`src/rtl/mandelbrot_pkg.sv`:
```
// Shared types and constants for the Mandelbrot frame sequencer.
package mandelbrot_pkg;

    localparam int W         = 32;
    localparam int CW        = 15;
    localparam int DIV_STEPS = 32;

    typedef enum logic [2:0] {
        S_IDLE,
        S_DIV_X,
        S_DIV_Y,
        S_ISSUE,
        S_WAIT,
        S_WRITE,
        S_DONE
    } frame_state_t;

    function automatic logic [19:0] pack_addr(input logic [9:0] y, input logic [9:0] x);
        return {y, x};
    endfunction

endpackage

```
`src/rtl/seq_divider.sv`:
```
// 32/10 unsigned restoring divider: load cycle plus 32 shift/subtract steps.
// done marks the final step; quotient is valid from the following cycle until the next ld.
module seq_divider (
    input  logic        clk,
    input  logic        rst,
    input  logic        ld,
    input  logic [31:0] dividend,
    input  logic [9:0]  divisor,
    output logic [31:0] quotient,
    output logic        done
);
    import mandelbrot_pkg::*;

    logic [9:0]  rem_q;
    logic [9:0]  dvs_q;
    logic [5:0]  cnt_q;
    logic [10:0] trial;

    // Partial remainder shifted left with the next dividend bit brought in.
    assign trial = {rem_q, quotient[31]};
    assign done  = (cnt_q == 6'd1);

    always_ff @(posedge clk) begin
        if (rst) begin
            rem_q    <= '0;
            dvs_q    <= '0;
            cnt_q    <= '0;
            quotient <= '0;
        end else if (ld) begin
            rem_q    <= '0;
            dvs_q    <= divisor;
            cnt_q    <= 6'(DIV_STEPS);
            quotient <= dividend;
        end else if (cnt_q != 6'd0) begin
            // The remainder always stays below the divisor, so 10 bits hold it.
            if (trial >= {1'b0, dvs_q}) begin
                rem_q    <= trial[9:0] - dvs_q;
                quotient <= {quotient[30:0], 1'b1};
            end else begin
                rem_q    <= trial[9:0];
                quotient <= {quotient[30:0], 1'b0};
            end
            cnt_q <= cnt_q - 6'd1;
        end
    end

endmodule

```
`src/rtl/mandelbrot_frame_ctrl.sv`:
```
// Frame sequencer: computes pixel steps, walks pixels in raster order through the
// iteration engine and writes each saturated count into the frame buffer at {y,x}.
module mandelbrot_frame_ctrl #(
    parameter int W  = mandelbrot_pkg::W,
    parameter int CW = mandelbrot_pkg::CW
) (
    input  logic          clk,
    input  logic          rst,
    input  logic          start,
    input  logic [9:0]    x_size,
    input  logic [9:0]    y_size,
    input  logic [W-1:0]  re_origin,
    input  logic [W-1:0]  im_origin,
    input  logic [W-1:0]  re_axis_width,
    input  logic [W-1:0]  im_axis_width,
    input  logic [CW-1:0] max_iter,
    output logic          busy,
    output logic          frame_done,
    output logic          eng_start,
    output logic [W-1:0]  eng_c_re,
    output logic [W-1:0]  eng_c_im,
    output logic [CW-1:0] eng_max_iter,
    input  logic          eng_done,
    input  logic [CW-1:0] eng_count,
    output logic          fb_we,
    output logic [19:0]   fb_addr,
    output logic [CW-1:0] fb_data
);
    import mandelbrot_pkg::*;

    frame_state_t state_q, state_d;

    logic [9:0]    x_size_q, y_size_q, x_q, y_q;
    logic [W-1:0]  re_o_q, im_o_q, re_w_q, im_w_q;
    logic [W-1:0]  delta_x_q, c_re_q, c_im_q;
    logic [CW-1:0] max_iter_q, count_q, count_sat;
    logic          div_ld_q, div_ld_d, div_done;
    logic [31:0]   div_dividend, div_quot;
    logic [9:0]    div_divisor;
    logic          last_x, last_y;

    assign last_x    = (x_q == x_size_q - 10'd1);
    assign last_y    = (y_q == y_size_q - 10'd1);
    assign count_sat = (eng_count > max_iter_q) ? max_iter_q : eng_count;

    // One divider serves both axes; the operands follow the current divide state.
    assign div_dividend = (state_q == S_DIV_Y) ? im_w_q : re_w_q;
    assign div_divisor  = (state_q == S_DIV_Y) ? y_size_q : x_size_q;

    seq_divider u_div (
        .clk      (clk),
        .rst      (rst),
        .ld       (div_ld_q),
        .dividend (div_dividend),
        .divisor  (div_divisor),
        .quotient (div_quot),
        .done     (div_done)
    );

    always_ff @(posedge clk) begin
        if (rst) begin
            state_q  <= S_IDLE;
            div_ld_q <= 1'b0;
        end else begin
            state_q  <= state_d;
            div_ld_q <= div_ld_d;
        end
    end

    always_comb begin
        // NOTE: every output of this block gets a default first so no latch is inferred.
        state_d  = state_q;
        div_ld_d = 1'b0;
        unique case (state_q)
            S_IDLE:  if (start) state_d = (x_size == 10'd0 || y_size == 10'd0) ? S_DONE : S_DIV_X;
            S_DIV_X: if (div_done) state_d = S_DIV_Y;
            S_DIV_Y: if (div_done) state_d = S_ISSUE;
            S_ISSUE: state_d = S_WAIT;
            S_WAIT:  if (eng_done) state_d = S_WRITE;
            S_WRITE: state_d = (last_x && last_y) ? S_DONE : S_ISSUE;
            S_DONE:  state_d = S_IDLE;
            default: state_d = S_IDLE;
        endcase
        // Load the divider on the first cycle of each divide state.
        div_ld_d = (state_d == S_DIV_X || state_d == S_DIV_Y) && (state_d != state_q);
    end

    always_ff @(posedge clk) begin
        if (rst) begin
            x_size_q   <= '0;
            y_size_q   <= '0;
            re_o_q     <= '0;
            im_o_q     <= '0;
            re_w_q     <= '0;
            im_w_q     <= '0;
            max_iter_q <= '0;
            delta_x_q  <= '0;
            c_re_q     <= '0;
            c_im_q     <= '0;
            x_q        <= '0;
            y_q        <= '0;
            count_q    <= '0;
        end else begin
            unique case (state_q)
                S_IDLE: if (start) begin
                    x_size_q   <= x_size;
                    y_size_q   <= y_size;
                    re_o_q     <= re_origin;
                    im_o_q     <= im_origin;
                    re_w_q     <= re_axis_width;
                    im_w_q     <= im_axis_width;
                    max_iter_q <= max_iter;
                end
                S_DIV_Y: begin
                    // The X quotient is still held on the cycle the Y divide loads.
                    if (div_ld_q) delta_x_q <= div_quot;
                    if (div_done) begin
                        x_q    <= '0;
                        y_q    <= '0;
                        c_re_q <= re_o_q;
                        c_im_q <= im_o_q;
                    end
                end
                S_WAIT: if (eng_done) count_q <= count_sat;
                S_WRITE: begin
                    // delta_y is read straight from the divider, which holds it until the next frame.
                    if (!last_x) begin
                        x_q    <= x_q + 10'd1;
                        c_re_q <= c_re_q + delta_x_q;
                    end else if (!last_y) begin
                        x_q    <= '0;
                        y_q    <= y_q + 10'd1;
                        c_re_q <= re_o_q;
                        c_im_q <= c_im_q - div_quot;
                    end
                end
                default: ;
            endcase
        end
    end

    // Outputs are forced low while rst is high so nothing leaks out of the reset cycle.
    assign busy         = !rst && (state_q != S_IDLE);
    assign frame_done   = !rst && (state_q == S_DONE);
    assign eng_start    = !rst && (state_q == S_ISSUE);
    assign fb_we        = !rst && (state_q == S_WRITE);
    assign eng_c_re     = rst ? '0 : c_re_q;
    assign eng_c_im     = rst ? '0 : c_im_q;
    assign eng_max_iter = rst ? '0 : max_iter_q;
    assign fb_addr      = rst ? '0 : pack_addr(y_q, x_q);
    assign fb_data      = rst ? '0 : count_q;

endmodule

```
`config.mk`:
```
export PLATFORM = sky130hd
export DESIGN_NAME = mandelbrot_frame_ctrl
export DESIGN_NICKNAME = d
export VERILOG_FILES = /design/src/rtl/mandelbrot_pkg.sv /design/src/rtl/seq_divider.sv /design/src/rtl/mandelbrot_frame_ctrl.sv
export SDC_FILE = /design/constraint.sdc
export NUM_CORES = 1
export LEC_CHECK = 0
export BUFFER_PORTS_ARGS = -buffer_cell sky130_fd_sc_hd__buf_2
export CAP_MARGIN = 10
export CORE_MARGIN = 5
export CORE_UTILIZATION = 55
export CTS_BUF_LIST = sky130_fd_sc_hd__clkbuf_4 sky130_fd_sc_hd__clkbuf_8
export CTS_CLUSTER_SIZE = 16
export DETAILED_ROUTE_END_ITERATION = 8
export GPL_ROUTABILITY_DRIVEN = 0
export GPL_TIMING_DRIVEN = 1
export PLACE_DENSITY = 0.78
export SYNTH_ARGS = -nofsm -noshare
export SYNTH_HDL_FRONTEND = slang
export SYNTH_SLANG_ARGS = --single-unit
export TNS_END_PERCENT = 50
```
`constraint.sdc`:
```
create_clock -name clk -period 3.75 [get_ports clk]
set_clock_uncertainty 0.1 [all_clocks]
set_input_delay 0.1875 -clock clk [delete_from_list [all_inputs] [get_ports clk]]
set_output_delay 0.1875 -clock clk [all_outputs]
set_load 0.02 [all_outputs]
```
* After elaboration in Yosys (flattened, before gate mapping)
Cells that the tools add are included.
** Word-level totals
- Register bits after elaboration :: 356
- Input port bits :: 182
- Word-level logic and storage cells :: 104
- Output and inout port bits :: 118
** Cells by class
- $lt $le $gt $ge :: 2
- Equal/unequal tests :: 16
- Mux-type cells :: 36
- Reductions and logical operators :: 22
- Add/subtract/negate cells :: 8
** Operators by type and width (number)
- $mux 32 :: 11
- $pmux 32 s2 :: 2
- $mux 10 :: 7
- $mux 15 :: 3
- $pmux 10 s2 :: 2
- $add 32x32->32 :: 1
- $sub 32x32->32 :: 1
- $add 10x1->10 const B :: 2
- $eq 10x10->1 :: 2
- $logic_not 10->1 :: 2
- $mux 20 :: 1
- $sub 10x1->10 const B :: 2
- $mux 3 :: 6
- $pmux 3 s6 :: 1
- $gt 15x15->1 :: 1
- $mux 6 :: 2
- $ge 11x10->1 :: 1
- $sub 10x10->10 :: 1
- $eq 3x2->1 const B :: 3
- $eq 3x3->1 const B :: 3
- $eq 3x1->1 const B :: 2
- $eq 6x1->1 const B :: 1
- $logic_and 1x1->1 :: 6
- $ne 2x2->1 const B :: 3
- other kinds (14) :: 18

* Logic depth before layout (Yosys ltp)
Gate-level depths: netlist of run 1.
- Word-level depth :: 8
- Depth in mapped cells :: 13
- Depth with buffers taken out :: 12

* Hierarchy
From an unflattened synthesis of run 1, not the netlist that was laid out.
** Second synthesis, totals
- Cells, all modules :: 2596
- Area total of the unflattened synthesis :: 19748.9 µm²
** Modules (own cells, without submodules)
- mandelbrot_frame_ctrl :: area an instance 16794.9 µm², times used 1, sequential area each 5965.7 µm², cells an instance 2209
- seq_divider :: area an instance 2954.1 µm², times used 1, sequential area each 1161.1 µm², cells an instance 387

* Worst setup path before layout of run 1
Ideal clock, no wire load.
- Path kind :: register -> register
- Start :: register c_im_q[0]
- End :: register c_im_q[30]
- Buffers on the path :: 0
- Clock period less this slack :: 3.177 ns
- Stages on the path, launching flop included :: 13
- Required time :: 3.569 ns
- Arrival time :: 2.997 ns
- Library setup time :: 0.081 ns
- Path slack :: 0.573 ns
- Cells stage by stage :: dfxtp_1 -> inv_1 -> ha_1 -> fa_1 -> nor2b_1 -> o2111ai_1 -> a32oi_1 -> a2111o_1 -> a41oi_1 -> o31a_1 -> o21bai_1 -> or4_1 -> a41oi_1
** Between the ends
- Cells in the longest elaborated chain, start to end :: 4
** Ends and longest elaborated chain
- start, declared :: RTL line mandelbrot_frame_ctrl.sv:35 : logic [W-1:0] delta_x_q, c_re_q, c_im_q;
- start signal, assigned :: RTL line mandelbrot_frame_ctrl.sv:121 : c_im_q <= im_o_q;
- start signal, assigned :: RTL line mandelbrot_frame_ctrl.sv:134 : c_im_q <= c_im_q - div_quot;
- $sub 32x32->32 :: RTL line mandelbrot_frame_ctrl.sv:134
- $mux 32 :: RTL line mandelbrot_frame_ctrl.sv:130 : end else if (!last_y) begin
- $mux 32 :: RTL line mandelbrot_frame_ctrl.sv:127 : if (!last_x) begin
- $pmux 32 s2 :: RTL line mandelbrot_frame_ctrl.sv:104 : unique case (state_q)
Every way passes these cells. The select of a mux whose other input is x is not followed.
A chain may end at the register's enable or synchronous reset.

* Worst setup path in the final report of run 1
- Start :: register x_size_q[0]
- End :: register x_q[5]
** Between the ends
- Cells in the longest elaborated chain, start to end :: 4
- Elaborated cells on any way between the ends :: 6
** Ends and longest elaborated chain
- start, declared :: RTL line mandelbrot_frame_ctrl.sv:33 : logic [9:0] x_size_q, y_size_q, x_q, y_q;
- start signal, assigned :: RTL line mandelbrot_frame_ctrl.sv:106 : x_size_q <= x_size;
- $sub 10x1->10 (*) :: RTL line mandelbrot_frame_ctrl.sv:42 : assign last_x = (x_q == x_size_q - 10'd1);
- $eq 10x10->1 (*) :: RTL line mandelbrot_frame_ctrl.sv:42
- $ne 3x3->1 (no line) or $mux 10 (tied branches)
- $reduce_and 3->1 (no line) or $pmux 10 s2 (tied branches)
- end signal, assigned :: RTL line mandelbrot_frame_ctrl.sv:128 : x_q <= x_q + 10'd1;
- end, declared :: RTL line mandelbrot_frame_ctrl.sv:33
Every way passes the cells marked *; elsewhere a longest branch is shown, timed or not.

==> results of run 1 <==
## cell usage in the layout, fill, tap and decap left out, types with 11 or more instances in the layout
master         count
nand2_1          517
dfxtp_1          355
a21oi_1          314
buf_2            298
dlygate4sd3_1    206
nor2_1           181
o21ai_0          117
nor2b_1          109
inv_1             99
ha_1              93
mux2i_1           86
a211oi_1          84
clkbuf_8          77
xnor2_1           56
xor2_1            33
a21o_1            31
nor3_1            30
nand3_1           25
buf_4             22
clkbuf_4          18
and3_1            17
nand2b_1          17
o21a_1            16
nand4_1           14
o211ai_1          14
nor4_1            12
or3_1             11
a311oi_1          11
a31oi_1           11
## cell type report
class | instances | area, sq um
diodes | 2 | 5.00
clock buffers | 95 | 1190
clock inverters | 14 | 171
fillers | 2641 | 10100
inverters | 99 | 372
multi-input cells | 1925 | 11400
flip-flops and latches | 356 | 7130
well taps | 455 | 569
repair buffers | 533 | 3840
## registers in the layout (all words and copies together) (netlist names), 15 cells and up
signal	count
u_div.quotient	32
re_w_q	32
c_im_q	32
re_o_q	32
c_re_q	32
im_w_q	32
count_q	15
im_o_q	32
max_iter_q	15
delta_x_q	32
## report_power, final
group	internal, uW	leakage [uW]	switching [uW]
Clock	2240	0.000729	1650
Sequential	4190	0.00290	342
Combinational	1750	0.00666	2560
## cells by family after synthesis
group	count (synthesis)	synth area share (%)
AOI/OAI and AO/OA	679	21.1
xor gates and xnor gates	89	4.02
adders and majority gates	96	6.30
buffers and inverters	256	5.11
DFF	356	36.7
muxes	86	4.43
and+or+nand+nor	975	22.4
## cell usage after synthesis, types with 9 or more instances
master | count | area (sq um)
a211oi_1 | 84 | 631
a21o_1 | 31 | 233
a21oi_1 | 314 | 1570
a311oi_1 | 11 | 96.3
a31oi_1 | 12 | 75.1
and3_1 | 17 | 106
buf_1 | 9 | 33.8
buf_2 | 10 | 50.1
clkbuf_1 | 135 | 507
dfxtp_1 | 356 | 7130
ha_1 | 93 | 1160
inv_1 | 99 | 372
mux2i_1 | 86 | 861
nand2_1 | 518 | 1940
nand2b_1 | 17 | 106
nand3_1 | 25 | 125
nand4_1 | 14 | 87.6
nor2_1 | 181 | 679
nor2b_1 | 109 | 682
nor3_1 | 34 | 170
nor4_1 | 13 | 81.3
o211ai_1 | 14 | 105
o21a_1 | 16 | 120
o21ai_0 | 117 | 586
or3_1 | 11 | 68.8
xnor2_1 | 56 | 490
xor2_1 | 33 | 289
## what timing repair did
item | in CTS | in global routing
hold buffers | 206 | 0
endpoints found under the hold margin | 196 | 0
resized for setup | 0 | 1
setup endpoints to repair | 0 | 1
## per-layer routing
| layer | GRT usage, % | vias up |
|---|---|---|
| li1 | - | 9661 |
| met1 | 40.6 | 9297 |
| met2 | 49.0 | 861 |
| met3 | 4.83 | 183 |
| met4 | 12.9 | 0 |
| met5 | 0 | - |
## worst max-delay path by stage
stage | endpoint | depth (start not counted)
detailed placement | c_re_q[27]$_SDFFE_PP0P_ | 12
global placement | x_q[5]$_SDFFE_PP0P_ | 12
global route | c_re_q[27]$_SDFFE_PP0P_ | 12
floorplan | c_im_q[30]$_SDFFE_PP0P_ | 12
finish | x_q[5]$_SDFFE_PP0P_ | 12
CTS | c_re_q[27]$_SDFFE_PP0P_ | 12
## critical path, delay by kind of cell (launching register included)
family                     cells  cell delay (ns)
and+or+nand+nor                7             1.98
AOI/OAI and AO/OA              2             0.36
DFF                            1             0.35
buffers and inverters          2             0.30
adders and majority gates      1             0.28
## stage by stage
| stage | power, uW | utilization, % | hold WS, ns |
|---|---|---|---|
| after global routing | 13400 | 71.0 | 0.0441 |
| final | 12700 | 71.0 | 0.0692 |
| after CTS | 12700 | 71.0 | 0.00198 |
| after global placement | 8470 | 61.1 | 0.327 |
| after floorplan | 7570 | - | 0.223 |
| after detailed placement | 8590 | 61.1 | 0.334 |
==> summary.txt, run 1 <==
Run status
  – Status: complete, no violations

Power
  – VDD IR-drop max: 0.000356 V
  – PD cells: 516 mW/mm^2
  – Leakage: 0.0103 uW

Die
  – IO Pins: 300
  – Die width: 198 um
  – Die Footprint: 0.0392 sq mm
  – Initial Util: a little under three fifths
  – Die Ht: slightly below 200 um
  – Site Rows: 68
  – Core area: 0.0347 sq mm

Global route
  – Total grt overflow: 0
  – Antenna violations before repair: 2
  – Vias in the first global route: a little under 20k
  – Gr usage total: 30.4%
  – First-pass GRT wire length: 98.6 mm
  – Pin count of the biggest net entering global routing: between 150 and 200

STA
  – Hold Fails Final Rpt: 0
  – Min Clock Period, post-route: 3.43 ns
  – Slew Viols, Final: 0
  – Slew headroom: 28.6%
  – Setup total negative slack: 0 ns
  – RSZ-0062 raised after global routing: false
  – Actual slew at the worst max-slew pin: 1.07 ns
  – Fmax achieved: between 200 and 300 MHz
  – Part of the cycle the worst path needs: 91.5%
  – Post-route setup slack: ~0.32 ns
  – Final setup viols: 0

Clock tree
  – Worst-path clk slew: 0.06 ns
  – H-Tree Depth: 2
  – TritonCTS clock tree: done
  – Root Buffer: clkbuf_8
  – Clk_lat worst skew: 0.68 ns
  – CTS buffer count: 59
  – Setup Fix Bufs, Post-CTS: 0
  – Clk sink count: 356
  – CTS Buffer Depth: 3

Logic synthesis
  – Prevailing post-synth register cell: dfxtp_1
  – Post-synth ARST share: 0%
  – Cell area after synthesis: between 0.015 and 0.02 sq mm
  – Yosys reg bits: 356
  – Number of synthesized flops with an enable pin: 0
  – Yosys warning count: 0
  – Register area share after synthesis: 36.7%
  – Post-Syn Instances: 2537
  – Syn_nets: 2815
  – Distinct cells, synth: 73
  – Mean Syn Cell Area: 7.65 sq um

Drt
  – Initial DRC count: 1676
  – Top sig layer: met4
  – Drt wl/cell: about 18 um
  – Met2 WL post-DR: 28.5 mm
  – DRT Pass-1 Iters: 6
  – Routed wire length: 62.5 mm
  – Antenna viol nets, final: 0
  – Drt drc: 0
  – Via density: 5.75
  – Via count: 20.0k
  – Metal-1 WL: 26.8 mm
  – Met3 routed WL: 4.44 mm

Worst setup path
  – CP startpoint: x_size_q[0]$_SDFFE_PP0P_
  – Critical Path Slowest Stage Cell: or3b_2
  – Worst Path Arrival: 3.91 ns
  – Reg2reg end: x_q[5]$_SDFFE_PP0P_
  – CP cell instances: inv_1 > ha_1 > or3b_2 > nor3_1 > nor4b_1 > nand3b_1 > nand3_1 > nor2_1 > o21a_1 > buf_4 > or4_1 > a21oi_1
  – CP max FO: 18
  – FF-to-FF Start: x_size_q[0]$_SDFFE_PP0P_
  – Critical path required time: 4.23 ns
  – Crit path kind: reg2reg
  – Setup slack, reg-to-reg: 0.32 ns
  – Startpoint type of the worst setup path: register
  – Critical Path Sink Type: register
  – R2R depth: 12
  – Max stage delay on crit path: approximately 0.52 ns

Final layout
  – Layout area overhead: 27.0%
  – Final Instance Count excl. Fillers: 3479
  – Layout cell share with drive strength beyond 1: ~15%
  – Fin nets: 3252
  – Post-route cell area: between 0.02 and 0.025 sq mm

Min path
  – Depth of the worst hold-timing path: 5
  – Min-Delay Path Class: in2reg
  – WHS Endpoint: count_q[5]$_SDFFE_PP0P_
  – Hold_sp: eng_done

Placement
  – Final HPWL from detailed placement: 41.5 mm
  – IO buf count: 299
  – Dpl cell area: 0.0212 sq mm
  – Placement Setup Slack: 0.376 ns
  – Cells after DPL: around 3.2k

Run
  – Max cap viols: 0
Note: power is estimated with default switching activity, not from simulation.
==> run 2, diff against run 1 <==
Settings changed: REMOVE_ABC_BUFFERS set to 1.
==> run 2 against run 1 <==
Compared with the run above: sequential share of layout area barely moved; sequential power barely moved; non-clock buffer count rose by 6; setup slack got worse by 0.13 ns; count of clock-buffer cells in the layout fell by 1; clock power fell by 2%; die area did not move; cell area barely moved; wire length fell by 2.7%; largest cell class unchanged; highest routed layer unchanged.
==> summary.txt, run 2 (synthesis gave the netlist of run 1 again) <==
Power
  – PD cells: 512 mW/mm^2 (was 516 mW/mm^2)
  – VDD IR-drop max: 0.000329 V (was 0.000356 V)
  – Leakage: 0.0103 uW (about the same)

STA
  – Fmax achieved: 281 MHz (was 291 MHz)
  – Part of the cycle the worst path needs: 95.0% (was 91.5%)
  – Hold Fails Final Rpt: 0 (unchanged)
  – Final setup viols: 0 (unchanged)
  – Actual slew at the worst max-slew pin: 0.951 ns (was 1.07 ns)
  – Min Clock Period, post-route: 3.56 ns (was 3.43 ns)
  – Slew headroom: 36.6% (was 28.6%)
  – Slew Viols, Final: 0 (unchanged)
  – RSZ-0062 raised after global routing: false (unchanged)

Final layout
  – Post-layout util: 71.0% (about the same)
  – Fin nets: 3259 (was 3252)
  – Most frequent cells in the layout: 516 x nand2_1, 355 x dfxtp_1, 314 x a21oi_1 (was 517 x nand2_1, 355 x dfxtp_1, 314 x a21oi_1)
  – Layout area overhead: 27.0% (about the same)
  – Most common cell after layout, fill and taps aside: nand2_1 (unchanged)
  – Footprint of the multi-input gates: 0.0114 sq mm (about the same)
  – Final Instance Count excl. Fillers: 3481 (was 3479)
  – Seq. cell area: 0.00713 sq mm (unchanged)
  – Fill cells: 2707 (was 2641)
  – Layout cell share with drive strength beyond 1: 15.3% (was 15.2%)

Drt
  – Initial DRC count: 1317 (was 1676)
  – Met3 routed WL: 4.37 mm (was 4.44 mm)
  – Drt wl/cell: 17.5 um (was 18.0 um)
  – Metal-1 WL: 25.4 mm (was 26.8 mm)
  – Antenna viol nets, final: 0 (unchanged)
  – Routed wire length: 60.8 mm (was 62.5 mm)
  – Via count: 19.9k (was 20.0k)
  – Met2 WL post-DR: 28.8 mm (was 28.5 mm)
  – DRT Pass-1 Iters: 7 (was 6)
  – Top sig layer: met4 (unchanged)
  – Via density: 5.71 (was 5.75)
  – Drt drc: 0 (unchanged)

Worst setup path
  – R2R depth: 11 (was 12)
  – Setup slack, reg-to-reg: 0.19 ns (was 0.32 ns)
  – CP startpoint: u_div.quotient[10]$_SDFFE_PP0P_ (was x_size_q[0]$_SDFFE_PP0P_)
  – Critical Path Sink Type: register (unchanged)
  – Worst Path Arrival: 3.98 ns (was 3.91 ns)
  – Reg2reg end: c_im_q[31]$_SDFFE_PP0P_ (was x_q[5]$_SDFFE_PP0P_)
  – Setup crit end: c_im_q[31]$_SDFFE_PP0P_ (was x_q[5]$_SDFFE_PP0P_)
  – Crit path kind: reg2reg (unchanged)
  – FF-to-FF Start: u_div.quotient[10]$_SDFFE_PP0P_ (was x_size_q[0]$_SDFFE_PP0P_)
  – CP max FO: 5 (was 18)
  – Startpoint type of the worst setup path: register (unchanged)
  – Critical path required time: 4.17 ns (was 4.23 ns)

Clock tree
  – Root Buffer: clkbuf_8 (unchanged)
  – CTS Buffer Depth: 3 (unchanged)
  – H-Tree Depth: 2 (unchanged)
  – Clk_lat worst skew: 0.66 ns (was 0.68 ns)
  – CTS buffer count: 60 (was 59)
  – Worst-path clk slew: 0.06 ns (about the same)
  – Clk sink count: 356 (unchanged)
  – Setup Fix Bufs, Post-CTS: 0 (unchanged)
  – TritonCTS clock tree: done (unchanged)

Die
  – Initial Util: 55.9% (unchanged)
  – Die Footprint: 0.0392 sq mm (unchanged)
  – IO Pins: 300 (unchanged)
  – Die width: 198 um (unchanged)
  – Site Rows: 68 (unchanged)
  – Die Ht: 198 um (unchanged)
  – Core area: 0.0347 sq mm (unchanged)

Min path
  – Min-Delay Path Class: in2reg (unchanged)

Global route
  – Antenna violations before repair: 0 (was 2)
  – Total grt overflow: 0 (unchanged)
  – Vias in the first global route: 19.6k (was 19.3k)
  – First-pass GRT wire length: 97.1 mm (was 98.6 mm)
  – Gr usage total: 29.8% (was 30.4%)
  – Pin count of the biggest net entering global routing: 113 (was 176)

Placement
  – Final HPWL from detailed placement: 40.0 mm (was 41.5 mm)
  – Cells after DPL: 3168 (was 3162)
  – IO buf count: 299 (unchanged)

Run status
  – Status: complete, no violations (unchanged)

Run
  – Max cap viols: 0 (unchanged)
run 2: final cells by class:
class	instances	area share, %
well taps	455	2.31
clock buffers	94	4.77
inverters	99	1.51
clock inverters	12	0.589
repair buffers	539	15.8
multi-input cells	1925	46.1
diodes	1	0.0102
flip-flops and latches	356	28.9
run 2: how the worst min path moves through the flow:
stage | start | end | slack, ns | cells past startpoint
after floorplan | rst | c_im_q[0]$_SDFFE_PP0P_ | 0.16 | 1
after global placement | max_iter[0] | max_iter_q[0]$_SDFFE_PP0P_ | 0.33 | 3
after detailed placement | re_axis_width[25] | re_w_q[25]$_SDFFE_PP0P_ | 0.33 | 3
after CTS | start | div_ld_q$_SDFF_PP0_ | 0.03 | 6
after global routing | start | div_ld_q$_SDFF_PP0_ | 0.08 | 6
final | eng_done | count_q[8]$_SDFFE_PP0P_ | 0.1 | 5
run 2: what timing repair did:
item | CTS | global route
setup endpoints to repair | 0 | 1
hold buffers | 206 | 0
gates resized for setup | 0 | 1
endpoints found under the hold margin | 204 | 0
run 2: worst max-delay path, stage by stage (launching register included):
cell	delay [ns]
dfxtp_1	0.37
inv_1	0.08
ha_1	0.37
nand3_1	0.16
nor3_1	0.61
o2111ai_1	0.21
and3_1	0.31
o311a_1	0.45
nor4b_1	0.37
a211oi_1	0.13
mux2i_1	0.17
a31oi_1	0.09
run 2: metrics by stage:
step / TNS [ns] / total power [uW] / setup slack (ns) / hold slack, ns / area [sq um]
floorplan: -532.22 / 7460 / -4.42 / 0.157 / 18800
global placement: 0 / 8440 / 0.185 / 0.327 / 21300
detailed placement: 0 / 8570 / 0.128 / 0.333 / 21300
CTS: 0 / 12600 / 0.117 / 0.0294 / 24600
global route: 0 / 13400 / 0.0163 / 0.0803 / 24600
finish: 0 / 12600 / 0.186 / 0.0955 / 24600
run 2: power by group:
part | switching, uW | internal [uW] | total [uW]
sequential | 326 | 4190 | 4510
combinational | 2530 | 1770 | 4300
clock | 1630 | 2180 | 3810
total | 4480 | 8140 | 12600
run 2: metal layers:
layer,vias to the layer above,GRT usage [%]
met5,-,0
met4,0,12.1
met3,165,5.38
met2,799,50.5
met1,9259,37.6
li1,9650,-
